## config.mk

```make
export PLATFORM = sky130hd
export DESIGN_NAME = cabac_ctx_mgr
export DESIGN_NICKNAME = d
export VERILOG_FILES = /design/src/rtl/cabac_ctx_pkg.sv /design/src/rtl/cabac_ctx_init_calc.sv /design/src/rtl/cabac_ctx_mgr.sv
export SDC_FILE = /design/constraint.sdc
export NUM_CORES = 1
export LEC_CHECK = 0
export ABC_CLOCK_PERIOD_IN_PS = 14100
export BUFFER_PORTS_ARGS = -buffer_cell sky130_fd_sc_hd__buf_4
export CORE_MARGIN = 2
export CORE_UTILIZATION = 55
export DETAILED_ROUTE_END_ITERATION = 8
export HOLD_SLACK_MARGIN = 0.06
export PLACE_DENSITY_LB_ADDON = 0.08
export SETUP_SLACK_MARGIN = 0.05
export SLEW_MARGIN = 10
export SYNTH_ARGS = -nofsm -noshare
export SYNTH_HDL_FRONTEND = slang
export SYNTH_SLANG_ARGS = --single-unit
```

## constraint.sdc

```tcl
create_clock -name clk -period 14.1 [get_ports clk]
set_input_delay 2.82 -clock clk [delete_from_list [all_inputs] [get_ports clk]]
set_output_delay 2.82 -clock clk [all_outputs]
set_load 0.03 [all_outputs]
```

## src/rtl/cabac_ctx_pkg.sv

```systemverilog
// Shared constants, RAM word/byte layout and FSM encoding for the CABAC context manager.
package cabac_ctx_pkg;

  localparam int CTX_NUM = 128;
  localparam int AW      = 6;
  localparam int QP_MAX  = 51;

  localparam int IDX_W   = 7;
  localparam int STATE_W = 7;
  localparam int BYTE_W  = 8;
  localparam int WORD_W  = 16;

  // byte = {1'b0, pStateIdx[5:0], valMps}; even contexts live in the low byte
  localparam int LO_LSB     = 0;
  localparam int HI_LSB     = 8;
  localparam int VALMPS_BIT = 0;
  localparam int PSTATE_LSB = 1;

  typedef enum logic {
    ST_IDLE = 1'b0,
    ST_INIT = 1'b1
  } ctx_fsm_e;

  function automatic logic [5:0] qp_clip(input logic [5:0] qp);
    return (qp > 6'(QP_MAX)) ? 6'(QP_MAX) : qp;
  endfunction

endpackage

```

## src/rtl/cabac_ctx_init_calc.sv

```systemverilog
// Combinational initValue + clipped QP -> 7-bit context state {pStateIdx, valMps}.
module cabac_ctx_init_calc
  import cabac_ctx_pkg::*;
(
  input  logic [7:0]         init_val_i,
  input  logic [5:0]         qp_i,
  output logic [STATE_W-1:0] state_o
);

  logic signed [7:0]  w_m;
  logic signed [7:0]  w_n;
  logic signed [13:0] w_m_ext;
  logic signed [13:0] w_n_ext;
  logic signed [13:0] w_qp_ext;
  logic signed [13:0] w_prod;
  logic signed [13:0] w_sum;
  logic [6:0]         w_pre;

  assign w_m      = $signed({4'b0000, init_val_i[7:4]}) * 8'sd5 - 8'sd45;
  assign w_n      = $signed({1'b0, init_val_i[3:0], 3'b000}) - 8'sd16;
  assign w_m_ext  = {{6{w_m[7]}}, w_m};
  assign w_n_ext  = {{6{w_n[7]}}, w_n};
  assign w_qp_ext = $signed({8'b0, qp_i});
  assign w_prod   = w_m_ext * w_qp_ext;
  assign w_sum    = (w_prod >>> 4) + w_n_ext;

  always_comb begin
    w_pre = w_sum[6:0];
    if (w_sum < 14'sd1)
      w_pre = 7'd1;
    else if (w_sum > 14'sd126)
      w_pre = 7'd126;
  end

  // pre lies in 1..126, so pre[6] is valMps and 63-pre is the bitwise inverse of pre[5:0]
  assign state_o[VALMPS_BIT]       = w_pre[6];
  assign state_o[PSTATE_LSB +: 6]  = w_pre[6] ? w_pre[5:0] : ~w_pre[5:0];

endmodule

```

## src/rtl/cabac_ctx_mgr.sv

```systemverilog
// CABAC context-model manager: slice-start init from ROM and a coherent read/update path.
// Optional accepted read/write counters are built when CABAC_CTX_STAT_EN is defined.
module cabac_ctx_mgr
  import cabac_ctx_pkg::*;
(
  input  logic               clk,
  input  logic               rst_n,
  input  logic               slice_start_i,
  input  logic [5:0]         slice_qp_i,
  input  logic [1:0]         init_type_i,
  output logic               init_busy_o,
  output logic               init_done_o,
  output logic [8:0]         rom_idx_o,
  input  logic [7:0]         rom_val_i,
  input  logic               ctx_rd_i,
  input  logic [IDX_W-1:0]   ctx_idx_i,
  output logic               ctx_rdy_o,
  output logic               ctx_vld_o,
  output logic [STATE_W-1:0] ctx_state_o,
  input  logic               ctx_wr_i,
  input  logic [IDX_W-1:0]   ctx_wr_idx_i,
  input  logic [STATE_W-1:0] ctx_wr_state_i,
  output logic               ram_cen_o,
  output logic               ram_wen_o,
  output logic [AW-1:0]      ram_addr_o,
  output logic [WORD_W-1:0]  ram_data_o,
  input  logic [WORD_W-1:0]  ram_data_i
`ifdef CABAC_CTX_STAT_EN
  ,
  output logic [15:0]        ctx_rd_cnt_o,
  output logic [15:0]        ctx_wr_cnt_o
`endif
);

  ctx_fsm_e            r_state, w_state_next;
  logic [IDX_W-1:0]    r_cnt, w_cnt_next;
  logic [5:0]          r_qpc;
  logic [1:0]          r_type;
  logic [BYTE_W-1:0]   r_lo_byte;
  logic                r_done;

  logic                r_buf_vld;
  logic [AW-1:0]       r_buf_addr;
  logic [WORD_W-1:0]   r_buf_data;

  logic                r_vld;
  logic                r_rd_sel;
  logic                r_byp;
  logic [WORD_W-1:0]   r_byp_word;
  logic [WORD_W-1:0]   r_last_word;

  logic [STATE_W-1:0]  w_init_state;
  logic                w_idle;
  logic                w_rd_acc;
  logic                w_wr_en;
  logic                w_wr_hit_buf;
  logic                w_commit;
  logic [WORD_W-1:0]   w_rd_word;
  logic [WORD_W-1:0]   w_base;
  logic [WORD_W-1:0]   w_merged;

  cabac_ctx_init_calc u_calc (
    .init_val_i (rom_val_i),
    .qp_i       (r_qpc),
    .state_o    (w_init_state)
  );

  assign w_idle      = (r_state == ST_IDLE);
  assign init_busy_o = (r_state == ST_INIT);
  assign init_done_o = r_done;
  assign rom_idx_o   = {r_type, r_cnt};
  assign ctx_rdy_o   = !init_busy_o && !(r_buf_vld && ctx_wr_i);
  assign ctx_vld_o   = r_vld;

  assign w_rd_acc     = ctx_rd_i && ctx_rdy_o;
  // a slice start in IDLE throws away the buffer, so a write arriving with it is dropped too
  assign w_wr_en      = ctx_wr_i && w_idle && !slice_start_i;
  assign w_wr_hit_buf = w_wr_en && r_buf_vld && (ctx_wr_idx_i[IDX_W-1:1] == r_buf_addr);
  assign w_commit     = r_buf_vld && w_idle && !slice_start_i && !w_rd_acc && !w_wr_hit_buf;

  assign w_rd_word   = r_byp ? r_byp_word : ram_data_i;
  assign w_base      = r_vld ? w_rd_word : r_last_word;
  assign ctx_state_o = !r_vld   ? '0 :
                       r_rd_sel ? w_rd_word[HI_LSB +: STATE_W] : w_rd_word[LO_LSB +: STATE_W];

  always_comb begin
    w_merged = w_base;
    if (ctx_wr_idx_i[0])
      w_merged[HI_LSB +: BYTE_W] = {1'b0, ctx_wr_state_i};
    else
      w_merged[LO_LSB +: BYTE_W] = {1'b0, ctx_wr_state_i};
  end

  always_comb begin
    w_state_next = r_state;
    w_cnt_next   = r_cnt;
    case (r_state)
      ST_IDLE: begin
        if (slice_start_i) begin
          w_state_next = ST_INIT;
          w_cnt_next   = '0;
        end
      end
      ST_INIT: begin
        if (slice_start_i) begin
          w_cnt_next = '0;
        end else begin
          w_cnt_next = r_cnt + 7'd1;
          if (r_cnt == 7'(CTX_NUM - 1))
            w_state_next = ST_IDLE;
        end
      end
      default: w_state_next = ST_IDLE;
    endcase
  end

  always_ff @(posedge clk or negedge rst_n) begin
    if (!rst_n) begin
      r_state   <= ST_IDLE;
      r_cnt     <= '0;
      r_qpc     <= '0;
      r_type    <= '0;
      r_lo_byte <= '0;
      r_done    <= 1'b0;
    end else begin
      r_state <= w_state_next;
      r_cnt   <= w_cnt_next;
      r_done  <= init_busy_o && !slice_start_i && (r_cnt == 7'(CTX_NUM - 1));
      if (slice_start_i) begin
        r_qpc  <= qp_clip(slice_qp_i);
        r_type <= init_type_i;
      end
      if (init_busy_o && !r_cnt[0])
        r_lo_byte <= {1'b0, w_init_state};
    end
  end

  always_ff @(posedge clk or negedge rst_n) begin
    if (!rst_n) begin
      r_buf_vld  <= 1'b0;
      r_buf_addr <= '0;
      r_buf_data <= '0;
    end else if (slice_start_i && w_idle) begin
      r_buf_vld <= 1'b0;
    end else if (w_wr_en) begin
      r_buf_vld  <= 1'b1;
      r_buf_addr <= ctx_wr_idx_i[IDX_W-1:1];
      r_buf_data <= w_merged;
    end else if (w_commit) begin
      r_buf_vld <= 1'b0;
    end
  end

  always_ff @(posedge clk or negedge rst_n) begin
    if (!rst_n) begin
      r_vld       <= 1'b0;
      r_rd_sel    <= 1'b0;
      r_byp       <= 1'b0;
      r_byp_word  <= '0;
      r_last_word <= '0;
    end else begin
      r_vld <= w_rd_acc && !slice_start_i;
      if (r_vld)
        r_last_word <= w_rd_word;
      if (w_rd_acc) begin
        r_rd_sel <= ctx_idx_i[0];
        // the RAM word is stale if a same-cycle write or the pending buffer covers it
        if (w_wr_en && (ctx_wr_idx_i[IDX_W-1:1] == ctx_idx_i[IDX_W-1:1])) begin
          r_byp      <= 1'b1;
          r_byp_word <= w_merged;
        end else if (r_buf_vld && (r_buf_addr == ctx_idx_i[IDX_W-1:1])) begin
          r_byp      <= 1'b1;
          r_byp_word <= r_buf_data;
        end else begin
          r_byp <= 1'b0;
        end
      end
    end
  end

  always_comb begin
    ram_cen_o  = 1'b1;
    ram_wen_o  = 1'b1;
    ram_addr_o = '0;
    ram_data_o = '0;
    if (init_busy_o) begin
      if (r_cnt[0]) begin
        ram_cen_o  = 1'b0;
        ram_wen_o  = 1'b0;
        ram_addr_o = r_cnt[IDX_W-1:1];
        ram_data_o = {1'b0, w_init_state, r_lo_byte};
      end
    end else if (w_rd_acc) begin
      ram_cen_o  = 1'b0;
      ram_addr_o = ctx_idx_i[IDX_W-1:1];
    end else if (w_commit) begin
      ram_cen_o  = 1'b0;
      ram_wen_o  = 1'b0;
      ram_addr_o = r_buf_addr;
      ram_data_o = r_buf_data;
    end
  end

`ifdef CABAC_CTX_STAT_EN
  logic [15:0] r_rd_cnt;
  logic [15:0] r_wr_cnt;

  always_ff @(posedge clk or negedge rst_n) begin
    if (!rst_n) begin
      r_rd_cnt <= '0;
      r_wr_cnt <= '0;
    end else if (slice_start_i) begin
      r_rd_cnt <= '0;
      r_wr_cnt <= '0;
    end else begin
      if (w_rd_acc && (r_rd_cnt != 16'hFFFF))
        r_rd_cnt <= r_rd_cnt + 16'd1;
      if (w_wr_en && (r_wr_cnt != 16'hFFFF))
        r_wr_cnt <= r_wr_cnt + 16'd1;
    end
  end

  assign ctx_rd_cnt_o = r_rd_cnt;
  assign ctx_wr_cnt_o = r_wr_cnt;
`endif

endmodule

```

After elaboration in Yosys (flattened, before gate mapping)
Index checks and enable logic that the tools add are counted.

Logic and storage cells: 97. Memory bits (read-only): 0. Bits in registers: 82. Latch bits: 0. Memories: 0. Bits in writable memories: 0. Bits of input ports: 58.

Divide/modulo/power cells: 0. Reductions and logical operators: 28. $add $sub $neg: 4. Multipliers: 2. Bitwise operators: 3. Muxes and demuxes: 38. Magnitude comparators: 3. Shift operators: 0. Eq/ne operators: 5.

Operators with widths (count): 16-bit two-way mux (7); 7-bit two-way mux (6); 6-bit two-way mux (6); 6-bit equality test (3); 1-bit logical AND (18); 8-bit two-way mux (2); 15-bit two-way mux (1); 14-bit by 8-bit greater-than comparator with 1-bit output, second input constant (1); 14-bit by 2-bit less-than comparator with 1-bit output, second input constant (1); 8-bit by 7-bit multiplier with 14-bit output (1); 1-bit two-way mux (14); 7-bit case mux with 2 select lines (1); 10-bit by 8-bit adder with 11-bit output (1); 7-bit by 5-bit subtractor with 8-bit output, second input constant (1); 7-bit by 6-bit subtractor with 8-bit output, second input constant (1); 7-bit by 1-bit adder with 7-bit output, second input constant (1); 7-bit equality test, second input constant (1); 4-bit by 3-bit multiplier with 7-bit output, second input constant (1); 6-bit greater-than comparator, second input constant (1); 1-bit logical NOT (6); 6-bit inverter (1); 2-bit AND reduction (2); 3-bit nonzero test (1); 2-bit != test, second input constant (1); 3 further kinds (4).

Logic depth before layout (Yosys ltp)
Gate-level depths: netlist of the first run.

Word-level depth: 11. Depth in mapped cells: 28.

By module
From an unflattened synthesis of the first run, not the netlist that was laid out.

Cell total of the unflattened synthesis: 660. Area total of the unflattened synthesis: 6725.2 µm².

Modules (own cells, without submodules): cabac_ctx_mgr (cells an instance 382, area each 4304.1 µm², instances 1); cabac_ctx_init_calc (cells an instance 278, area each 2421.1 µm², instances 1).

Worst setup path before layout of the first run
No wires, ideal clock.

Kind: input to output. Start point: input rom_val_i[5]. End point: output ram_data_o[9]. Arrival: 9.799 ns. Stages on the path: 27. Setup slack: 1.481 ns. Path through: ha_1 > ha_1 > fa_1 > nor3b_1 > nor2_1 > nand2_1 > inv_1 > fa_1 > inv_1 > fa_1 > inv_1 > fa_1 > inv_1 > fa_1 > inv_1 > ha_1 > and3_1 > a221oi_1 > o21ai_1 > xor2_1 > ha_1 > a21oi_1 > nand2_1 > or4_1 > a211oi_2 > o21ai_1 > o21ai_1.

Longest elaborated chain between the ends: 11.

RTL lines: start: declaration (line cabac_ctx_mgr.sv:14) `input logic [7:0] rom_val_i,`; 4-bit by 3-bit multiplier with 7-bit output * (line cabac_ctx_init_calc.sv:19) `assign w_m = $signed({4'b0000, init_val_i[7:4]}) * 8'sd5 - 8'sd45;`; 7-bit by 6-bit subtractor with 8-bit output * (line cabac_ctx_init_calc.sv:19); 8-bit by 7-bit multiplier with 14-bit output * (line cabac_ctx_init_calc.sv:24) `assign w_prod = w_m_ext * w_qp_ext;`; 10-bit by 8-bit adder with 11-bit output * (line cabac_ctx_init_calc.sv:25) `assign w_sum = (w_prod >>> 4) + w_n_ext;`; 14-bit by 8-bit greater-than comparator with 1-bit output (line cabac_ctx_init_calc.sv:31) `else if (w_sum > 14'sd126)`; 7-bit two-way mux (line cabac_ctx_init_calc.sv:31); 7-bit two-way mux * (line cabac_ctx_init_calc.sv:29) `if (w_sum < 14'sd1)`; 6-bit inverter (line cabac_ctx_init_calc.sv:37) `assign state_o[PSTATE_LSB +: 6] = w_pre[6] ? w_pre[5:0] : ~w_pre[5:0];`; 6-bit two-way mux * (line cabac_ctx_init_calc.sv:37); 15-bit two-way mux * (line cabac_ctx_mgr.sv:187) `if (r_cnt[0]) begin`; 16-bit two-way mux * (line cabac_ctx_mgr.sv:186) `if (init_busy_o) begin`; end: declaration (line cabac_ctx_mgr.sv:26) `output logic [WORD_W-1:0] ram_data_o,`.

Every way passes the cells marked *; elsewhere a longest branch is shown, timed or not.

Worst setup path after layout of the first run
Start point: input rom_val_i[5]. End point: output ram_data_o[11].

The elaborated chain is that of the path after synthesis.

==> results.toml, run 1 <==
[die]
initial_core_util = 0.562
ios = 102
die_h_um = 115
dieArea_um2 = 13200
fp-row-count = 40
die_w_um = 115
core_area_um2 = 12000

[placement]
dpl.hpwl_um = 11800
gp_congestion = 0.971
dpl.cell_count = 959
numPortBuffers = 101
dp_slack_ns = 0.800

[sta]
slew-limit-headroom = 0.299
fmax_ghz = 0.0750
fin_ws_ns = 0.760
finalCritPeriodShare = 0.946
report.final.slew_viol_count = 0
clock_skew_ns = 0.00632
whs_ns = 0.483
fin_crit_ns = 13.34
setup_tns_ns = 0
grt_setup_unrepaired = "no"
tightest_slew_ns = 1.05
setup_viol = 0
finalHoldViolCount = 0

[yosys]
syn_nets = 874
yosysSeqAreaShare = 0.304
postSynthAreaPerCell_um2 = 9.15
synth_cells = 738
synth_xor_area_frac = 0.0641
synth.area.mux_share = 0.0840
synth-edff-count = 0
yosysWarnings = 0
ys_ff_latch = 82
yosys.area.top_type = "dfrtp_1"
synth-main-ff-cell = "dfrtp_1"
synth_top_family_by_area = "adder cells"
synthDominantCellAreaShare = 0.304
synth_cell_types = 58
synthArstFlopShare = 1.00
yosys.area_share.simple = 0.167
synth_area_um2 = 6750
synth_area_leaders = "dfrtp_1 (30%), fa_1 (10%), ha_1 (8.0%), nand2_1 (5.8%), mux2i_1 (4.9%)"
synthAdderAreaFrac = 0.184
synth_compound_area_frac = 0.136

[finish]
drive_above_1_share = 0.176
antenna_cells = 0
fin_cells = 975
fill_cells = 997
fin_nets = 959
syn_to_final_growth_pct = 17.7

[drt]
drc = 0
drt-total-wl_um = 15400
detailedRoute.firstPassIterationCount = 7
via_count = 5450
ant_nets = 0
routedWlPerCell_um = 15.7
via_per_inst = 5.59
drtIter0Drc = 435

[global_route]
antenna_found_initial = 0
grt.total_usage = 0.247
grt_overflow = 0
grt_max_degree = 83
grt_pass1_vias = 5431
grt_pass1_wl_um = 26000

[clock_tree]
clk_pin_slew_ns = 0.06
postCtsSetupBuffers = 0
cts_tree = "built"
cts_buffer_depth = 2
htree_levels = 3
cts-root-buf = "clkbuf_16"
cts_made_buffers = 9
cts_sinks = 82
cts_resized = 0
clk_latency_ns = 0.33
ctsHoldBuffers = 0

[run]
maxCapViolCount = 0

[critical_path]
crit_path_max_fanout = 8
end_kind = "output port"
cp_data_required_time_ns = 11.28
crit_slowest_cell = "fa_1"
cp-start-kind = "primary input"
path_class = "in -> out"
crit_arrival_ns = 10.52
slowest_delay_ns = 0.58

[min_path]
min_path_type = "reg -> reg"

[run_status]
status = "completed"
[cell type report]
cell class / count / area [um2] / share of cell area
tap: 147 / 184 / 0.0232
multi-input combinational: 547 / 4300 / 0.541
timing repair buffer: 105 / 788 / 0.0992
clock inverter: 4 / 73.8 / 0.00929
inverter: 78 / 293 / 0.0369
clock buffer: 12 / 256 / 0.0323
sequential: 82 / 2050 / 0.258
[layer usage]
layer	share of wire	wire, um	global-route usage	vias to the layer above
li1	-	-	-	2672
met1	0.43	6590	0.319	2619
met2	0.51	7810	0.428	133
met3	0.043	659	0.0369	26
met4	0.019	293	0.0843	0
met5	0	0	0	-
[placed cells by master, fill, tap and decap left out, types with 11 or more instances in the layout]
cell type,n
fa_1,35
ha_1,43
inv_1,78
xnor2_1,24
a21oi_1,21
o21ai_1,20
buf_4,105
nor2b_1,11
dfrtp_1,82
nand2_1,104
and2_1,31
mux2i_1,33
nor2_1,42
xor2_1,21
o21ai_0,35
a22o_1,13
[worst paths after layout]
check | startpoint | endpoint | slack [ns] | cells past startpoint
max | rom_val_i[5] | ram_data_o[11] | 0.76 | 30
max in group asynchronous | rst_n | r_qpc[4] | 10.75 | 1
min | r_byp_word[7] | r_byp_word[7] | 0.48 | 2
min in group asynchronous | rst_n | r_last_word[6] | 2.64 | 1
max reg2reg | r_qpc[2] | r_lo_byte[4] | 7.50 | 22
min reg2reg | r_byp_word[7] | r_byp_word[7] | 0.48 | 2
[synthesized netlist by cell type (7+ instances only)]
master,instances
inv_1,78
and2_1,31
xnor2_1,24
nand4_1,7
nand3_1,9
a211o_1,7
nand2b_1,8
xor2_1,21
a22o_1,13
mux2i_1,33
clkbuf_1,28
nor2b_1,11
mux4_2,7
dfrtp_1,82
o21ai_1,21
nor3_1,9
fa_1,35
nand2_1,104
nor2_1,42
mux2_2,7
a21oi_1,21
o21ai_0,35
a31oi_1,7
ha_1,43
[flip-flops by register name (all words and copies together), names as in the netlist, 2 cells and up]
name / flops
r_buf_data: 16
r_byp_word: 16
r_last_word: 16
r_cnt: 7
r_lo_byte: 7
r_buf_addr: 6
r_qpc: 6
r_type: 2
[worst max-delay path, delay by kind of cell]
family,cells,cell delay (ns)
adder cells (fa/ha/maj),9,3.69
AO/OA/AOI/OAI,7,1.71
AND/OR/NAND/NOR,6,1.42
buffers and inverters,7,0.68
XOR/XNOR,1,0.17
[stage by stage]
step	util	instance area, um2
2_1_floorplan	-	6750
3_3_place_gp	0.633	7610
3_5_place_dp	0.633	7610
4_1_cts	0.661	7940
5_1_grt	0.661	7940
6_report	0.661	7940
[kinds of logic after synthesis]
family / count (synthesis)
AO/OA/AOI/OAI: 137
XOR/XNOR: 47
adder cells (fa/ha/maj): 78
buffers and inverters: 109
flip-flops: 82
multiplexers: 47
AND/OR/NAND/NOR: 238
Power of run 1 is left out: the tool's default activity adds up to more than one toggle a clock period on the data nets, which glitch-free logic cannot reach.
==> inputs of run 2 (changes only) <==
--- a/config.mk
+++ b/config.mk
@@ -10,6 +10,7 @@
 export CORE_MARGIN = 2
 export CORE_UTILIZATION = 55
 export DETAILED_ROUTE_END_ITERATION = 8
+export GPL_TIMING_DRIVEN = 0
 export HOLD_SLACK_MARGIN = 0.06
 export PLACE_DENSITY_LB_ADDON = 0.08
 export SETUP_SLACK_MARGIN = 0.05
==> run 2 against run 1 <==
  * Sequential share of layout area shrank 0.073 points
  * Utilization grew 0.19 points
  * Clock skew grew 0.00051 ns
  * Global-route usage grew 0.11 points
  * Final cell count grew 2.7%
  * Maximum frequency grew 0.44%
  * Critical path type unchanged
==> results.toml, run 2 (synthesis gave the netlist of run 1 again) <==
[critical_path]
path_class = "in -> out"
crit_arrival_ns = 10.46
path_buf_inv = 7
cp_data_required_time_ns = 11.28
crit_path_max_fanout = 8
path_delay_family = "adder cells"
end_kind = "output port"
cp-start-kind = "primary input"
slowest_delay_ns = 0.58
crit_slowest_cell = "fa_1"

[sta]
finalHoldViolCount = 0
tightest_slew_ns = 1.03
fmax_ghz = 0.0753
grt_setup_unrepaired = "no"
setup_viol = 0
report.final.slew_viol_count = 0
fin_crit_ns = 13.28
setup_tns_ns = 0
finalCritPeriodShare = 0.942
slew-limit-headroom = 0.317
clock_skew_ns = 0.00684

[finish]
top_regs = "r_buf_data (16), r_byp_word (16), r_last_word (16)"
final_cell_area_um2 = 7970
layout_common_cells = "nand2_1 (104), buf_4 (100), dfrtp_1 (82), inv_1 (78), ha_1 (43)"
final_util = 0.663
fin_cells = 1001
final-seq-area_um2 = 2050
fill_cells = 1007
syn_to_final_growth_pct = 18.0
multi_input_area_um2 = 4290
drive_above_1_share = 0.167
antenna_cells = 0
fin_nets = 985
final_common_cell = "nand2_1"

[global_route]
grt_pass1_wl_um = 26200
grt_pass1_vias = 5567
grt_overflow = 0
grt_max_degree = 83
antenna_found_initial = 0
grt.total_usage = 0.248

[clock_tree]
cts_made_buffers = 9
cts-root-buf = "clkbuf_16"
cts_buffer_depth = 2
cts_sinks = 82
postCtsSetupBuffers = 0
ctsHoldBuffers = 0
htree_levels = 3
cts_tree = "built"
clk_pin_slew_ns = 0.06
clk_latency_ns = 0.34
cts_resized = 0

[placement]
gp_congestion = 0.922
postPlaceCellArea_um2 = 7680
numPortBuffers = 100
dpl.hpwl_um = 12700
dpl.cell_count = 985

[min_path]
min_path_type = "reg -> reg"

[die]
core_area_um2 = 12000
die_h_um = 115
fp-row-count = 40
initial_core_util = 0.562
ios = 102
die_w_um = 115
dieArea_um2 = 13200

[drt]
drc = 0
routedWlPerCell_um = 15.7
detailedRoute.firstPassIterationCount = 5
via_per_inst = 5.50
drtIter0Drc = 305
drt-total-wl_um = 15800
via_count = 5510
ant_nets = 0

[run]
maxCapViolCount = 0

[run_status]
status = "completed"
==> run 2: cell count changes in the layout (fill, tap and decap cells not counted), sizes merged <==
cell,delta
bufinv,-2
inv,+1
buf,-2
clkinv,-2
clkbuf,+27
clkinvlp,+4
==> run 2: area by class of cell <==
| cell class | count | share of cell area |
|---|---|---|
| clock buffer | 11 | 0.0305 |
| clock inverter | 5 | 0.00487 |
| multi-input combinational | 547 | 0.538 |
| buffer | 31 | 0.0151 |
| inverter | 78 | 0.0368 |
| sequential | 82 | 0.258 |
| timing repair buffer | 100 | 0.0942 |
| tap | 147 | 0.0231 |
==> run 2: metrics by stage <==
stage          hold slack (ns)  setup WS, ns
2_1_floorplan            0.451          1.48
3_3_place_gp             0.468         0.988
3_5_place_dp             0.476         0.813
4_1_cts                  0.490         0.790
5_1_grt                  0.519         0.307
6_report                 0.482         0.819
==> run 2: worst register-to-register path, stage by stage (launching register included) <==
cell and delay [ns]:
dfrtp_1 0.35, clkbuf_1 0.23, nand2_1 0.18, inv_1 0.09, fa_1 0.58, inv_1 0.13
fa_1 0.54, inv_1 0.06, fa_1 0.53, inv_1 0.05, fa_1 0.49, inv_1 0.04
ha_1 0.34, and3_1 0.19, a221oi_1 0.25, o21ai_1 0.18, xor2_1 0.18, ha_1 0.36
a21oi_1 0.19, nand2_1 0.12, or3_1 0.43, a2111oi_0 0.42, o32ai_1 0.23, mux2_2 0.31
==> run 2: path summary, 6_finish.rpt <==
kind	startpoint	endpoint	slack, ns	depth (start not counted)
setup / recovery	rom_val_i[5]	ram_data_o[10]	0.82	30
hold / removal	r_byp_word[7]	r_byp_word[7]	0.48	2
setup reg to reg	r_qpc[1]	r_lo_byte[0]	7.52	23
hold reg to reg	r_byp_word[7]	r_byp_word[7]	0.48	2
max in group asynchronous	rst_n	init_busy_o	10.78	1
min in group asynchronous	rst_n	r_last_word[13]	2.64	1
==> run 2: layer usage <==
layer / vias up / GRT usage / share of wire
met5: - / 0 / 0
met4: 0 / 0.0635 / 0.012
met3: 12 / 0.0374 / 0.037
met2: 134 / 0.448 / 0.53
met1: 2652 / 0.314 / 0.42
li1: 2712 / - / -
Power of run 2 is left out for the same reason.
